`src/rtl/pixel_sequencer.sv`:
```
// Replays a small instruction program once per pixel, walks x/y/frame coordinates and hands
// each finished pixel downstream with a valid/ready handshake.
module pixel_sequencer #(
  parameter int PROG_DEPTH = 64,
  parameter int WIDTH      = 640,
  parameter int HEIGHT     = 480
) (
  input  logic        clk,
  input  logic        reset_n,
  input  logic        prog_we,
  input  logic [5:0]  prog_addr,
  input  logic [48:0] prog_data,
  input  logic [6:0]  prog_length,
  input  logic        run,
  output logic [48:0] instruction,
  output logic [31:0] x_coord,
  output logic [31:0] y_coord,
  output logic [31:0] f_number,
  output logic        pixel_valid,
  input  logic        pixel_ready,
  output logic        frame_done,
  output logic        busy
);

  localparam logic [48:0] NOP = 49'h1_E011_0000_0000;

  typedef enum logic [1:0] {
    IDLE     = 2'd0,
    EXEC     = 2'd1,
    WAIT_ACK = 2'd2
  } state_t;

  state_t      state;
  logic [6:0]  len;
  logic [6:0]  pc;
  logic [6:0]  len_sat;
  logic [48:0] mem [PROG_DEPTH];

  assign len_sat = (prog_length > 7'(PROG_DEPTH)) ? 7'(PROG_DEPTH) : prog_length;
  assign busy    = (state != IDLE);

  // Program RAM: writable only while idle so a running program is never torn.
  always_ff @(posedge clk) begin
    if (prog_we && (state == IDLE)) begin
      mem[prog_addr] <= prog_data;
    end
  end

  // Handshake: a pixel transfers on any edge where pixel_valid && pixel_ready; pixel_valid
  // stays high and x/y/f stay frozen until then, and pixel_valid never drops without a transfer.
  always_ff @(posedge clk or negedge reset_n) begin
    if (!reset_n) begin
      state       <= IDLE;
      instruction <= NOP;
      x_coord     <= '0;
      y_coord     <= '0;
      f_number    <= '0;
      pc          <= '0;
      len         <= '0;
      pixel_valid <= 1'b0;
      frame_done  <= 1'b0;
    end else begin
      frame_done <= 1'b0;
      case (state)
        IDLE: begin
          if (run && (prog_length != 7'd0)) begin
            state       <= EXEC;
            len         <= len_sat;
            pc          <= 7'd1;
            instruction <= mem[0];
          end
        end
        EXEC: begin
          if (pc < len) begin
            instruction <= mem[pc[5:0]];
            pc          <= pc + 7'd1;
          end else begin
            state       <= WAIT_ACK;
            instruction <= NOP;
            pixel_valid <= 1'b1;
          end
        end
        WAIT_ACK: begin
          if (pixel_ready) begin
            pixel_valid <= 1'b0;
            if (x_coord == 32'(WIDTH - 1)) begin
              x_coord <= '0;
              if (y_coord == 32'(HEIGHT - 1)) begin
                y_coord    <= '0;
                f_number   <= f_number + 32'd1;
                frame_done <= 1'b1;
              end else begin
                y_coord <= y_coord + 32'd1;
              end
            end else begin
              x_coord <= x_coord + 32'd1;
            end
            // Back-to-back pixels start the next program with no bubble cycle.
            if (run) begin
              state       <= EXEC;
              pc          <= 7'd1;
              instruction <= mem[0];
            end else begin
              state <= IDLE;
            end
          end
        end
        default: begin
          state       <= IDLE;
          instruction <= NOP;
          pixel_valid <= 1'b0;
        end
      endcase
    end
  end

endmodule

```
`config.mk`:
```
export PLATFORM = sky130hd
export DESIGN_NAME = pixel_sequencer
export DESIGN_NICKNAME = d
export VERILOG_FILES = /design/src/rtl/pixel_sequencer.sv
export SDC_FILE = /design/constraint.sdc
export NUM_CORES = 2
export LEC_CHECK = 0
export ABC_CLOCK_PERIOD_IN_PS = 10200
export BUFFER_PORTS_ARGS = -buffer_cell sky130_fd_sc_hd__buf_2
export CORE_MARGIN = 2
export CORE_UTILIZATION = 30
export CTS_BUF_LIST = sky130_fd_sc_hd__clkbuf_8 sky130_fd_sc_hd__clkbuf_16
export DETAILED_ROUTE_END_ITERATION = 12
export GPL_TIMING_DRIVEN = 0
export SKIP_CTS_REPAIR_TIMING = 1
export SYNTH_ARGS = -nofsm -noshare
export SYNTH_HDL_FRONTEND = slang
export SYNTH_SLANG_ARGS = --single-unit
```
`constraint.sdc`:
```
create_clock -name clk -period 10.2 [get_ports clk]
set_input_delay 1.02 -clock clk [delete_from_list [all_inputs] [get_ports clk]]
set_output_delay 1.02 -clock clk [all_outputs]
set_load 0.1 [all_outputs]
```
==> metrics.yaml <==
pwr:
  switching_share_pct: 31.5
  power.leakage_nw: 47.3
  cellPowerDensity_nw_per_um2: 249
  irDropWorstVdd_mv: 0.193
  p_clk_share_pct: 32.8
  internal_power_w: 0.0254
  p_sw_w: 0.0117
  p_seq_share_pct: 40.9
  comb_power_share_pct: 26.4
clocking:
  clk_pin_slew_worst_paths_ps: 60
  cts_tree: "built"
  clock_sinks: 3299
  root_buffer: "clkbuf_16"
  cts_buffers: 339
  h-tree-depth: 5
  clockBufferDepth: 4
  clk_latency_ps: 900
die:
  placementRows: 238
  die_w_um: 654
  core_um2: 420000
  io_pins: 215
  initial_core_util_pct: 30.1
  dieArea_um2: 427000
  die_h_um: 654
cells_and_area:
  layout-drive-gt1-share_pct: 24.0
  utilization_pct: 35.5
  final_cell_mix: "edfxtp_1 (3136), mux4_2 (645), mux2i_1 (369)"
  synthToLayoutAreaGrowth_pct: 17.9
  layout_commonest_cell: "edfxtp_1"
  layout.nets: 6824
  final_area_um2: 149000
timing:
  worst_hold_slack_ps: 184
  slew_headroom_pct: -1.64
  setup_violations: 0
  fin_tns_setup_ps: 0
  period_share_pct: 55.4
  hold_viol: 0
  finalClockSkew_ps: 75.0
  fin_ws_ps: 4550
  fin_crit_ps: 5650
  tightest_slew_ps: 1520
  slew_violations: 23
  rsz0062_at_grt: "false"
  max_freq_mhz: 177
global_route:
  grt_pass1_vias: 66200
  grt_use_total_pct: 17.7
  gr-total-overflow: 0
  antenna_found_initial: 64
  grt_max_degree: 93
  grt_first_pass_wirelength_mm: 531
yosys:
  yosysWarnings: 0
  ys_seq_area_share_pct: 77.6
  netlist_area_um2: 127000
  ys_ff_latch: 3299
  syn_inst: 6048
  synthFlopType: "edfxtp_1"
  syn_area_per_cell_um2: 20.9
  synth-edff-count: 3136
  synth_cell_types: 56
  syn_nets: 6125
  synth_top_area_cell: "edfxtp_1"
  async_flop_share_pct: 4.94
  synth_area_leaders: "edfxtp_1 (74%), mux4_2 (11%), dfrtp_1 (3.1%)"
  synth_top_area_share_pct: 74.4
detailed_routing:
  ant_nets: 0
  first_iter_violations: 9666
  wl_mm: 389
  first_pass_iters: 6
  viasPerCell: 5.32
  wl_per_cell_um: 30.7
  drc: 0
  dr_total_vias: 67400
setup_path:
  arrival_ps: 6440
  crit_type: "flop to flop"
  cpPeakStageDelay_ps: 1150
  cp_slowest_cell: "buf_1"
  crit_family: "buffers and inverters"
  critPathBufInv: 5
  cp_max_fo: 11
  endpoint_kind: "flop"
  cp.required_ps: 10990
  crit_top_cell: "buf_2"
  crit_chain: "buf_2, buf_2, buf_2, buf_1, clkbuf_1, o21ai_0, a31oi_1, or3_1"
  cp-start-kind: "flop"
placed_design:
  gp_congestion: 0.909
  dp.final_hpwl_mm: 263
  post-place-ws_ps: 4860
  port_buffers: 208
  postPlaceCellArea_um2: 138000
flow_run:
  drv_cap: 3
hold_path:
  hp-class: "input pin to async pin"
run_status:
  status: "complete, but fails checks"
  violations: "capacitance limit, slew limit"
## registers in the layout, indices dropped and copies added, names as in the netlist
name	count
pixel_valid	1
instruction	49
x_coord	32
mem	3136
frame_done	1
y_coord	32
f_number	32
len	7
pc	7
state	2
## power by group through the flow
| stage | clock network (W) | registers, W | logic [W] |
|---|---|---|---|
| global route | 0.0128 | 0.0152 | 0.0102 |
| floorplan | 0 | 0.0161 | 0.00530 |
| global placement | 0 | 0.0155 | 0.00963 |
| detailed placement | 0 | 0.0155 | 0.00976 |
| CTS | 0.0123 | 0.0152 | 0.00980 |
| finish | 0.0122 | 0.0152 | 0.00979 |
## synth_stat cells (36+ instances only)
cell	number
a2111oi_0	43
a211oi_1	61
a21oi_1	52
a221oi_1	101
a22o_1	36
a22oi_1	48
a31oi_1	72
buf_1	53
buf_2	113
clkbuf_1	177
dfrtp_1	157
edfxtp_1	3136
mux2i_1	369
mux4_2	645
nand2_1	143
nand3_1	38
nor2_1	194
nor2b_1	51
o21ai_0	91
o22ai_1	50
xnor2_1	54
xor2_1	37
## kinds of logic after synthesis
family	synth area share, %
AOI/OAI and AO/OA	3.36
adders and majority gates	0.0989
buffers and inverters	1.23
xor gates and xnor gates	0.630
and+or+nand+nor	2.64
muxes	14.4
DFF	77.6
## worst paths after layout
kind | start | endpoint | slack [ps] | cells past startpoint
max | pc[2]$_DFFE_PN0P_ | instruction[29]$_DFFE_PN0P_ | 4550 | 8
min | reset_n | x_coord[26]$_DFFE_PN0P_ | 180 | 1
max reg2reg | pc[2]$_DFFE_PN0P_ | instruction[29]$_DFFE_PN0P_ | 4550 | 8
min reg2reg | f_number[6]$_DFFE_PN0P_ | f_number[6]$_DFFE_PN0P_ | 490 | 1
max in group asynchronous | reset_n | instruction[20]$_DFFE_PN0P_ | 8980 | 2
min in group clk | prog_length[6] | len[6]$_DFFE_PN0P_ | 420 | 3
## per-layer routing
layer  global-route usage, %  part of all wire (%)  up-vias
met2                    28.3                    47     3882
met1                    23.0                    38    36000
met4                    7.65                   4.9       32
met3                    4.16                    10      764
li1                        -                     -    26700
met5                       0                 0.053        -
## area by class of cell
class	count	area, um2
fillers	38300	271000
flip-flops and latches	3299	98300
multi-input cells	2376	27200
clock buffers	357	8800
well taps	5640	7060
repair buffers	358	4140
clock inverters	247	2070
plain buffers	347	1470
inverters	26	97.6
diodes	22	55.1
## metrics by stage
| stage | std cells | power (W) |
|---|---|---|
| CTS | 12600 | 0.0373 |
| finish | 12700 | 0.0372 |
| global placement | 11900 | 0.0251 |
| detailed placement | 12000 | 0.0252 |
| global route | 12700 | 0.0382 |
| floorplan | 6048 | 0.0214 |
Note: power is estimated with default switching activity, not from simulation.
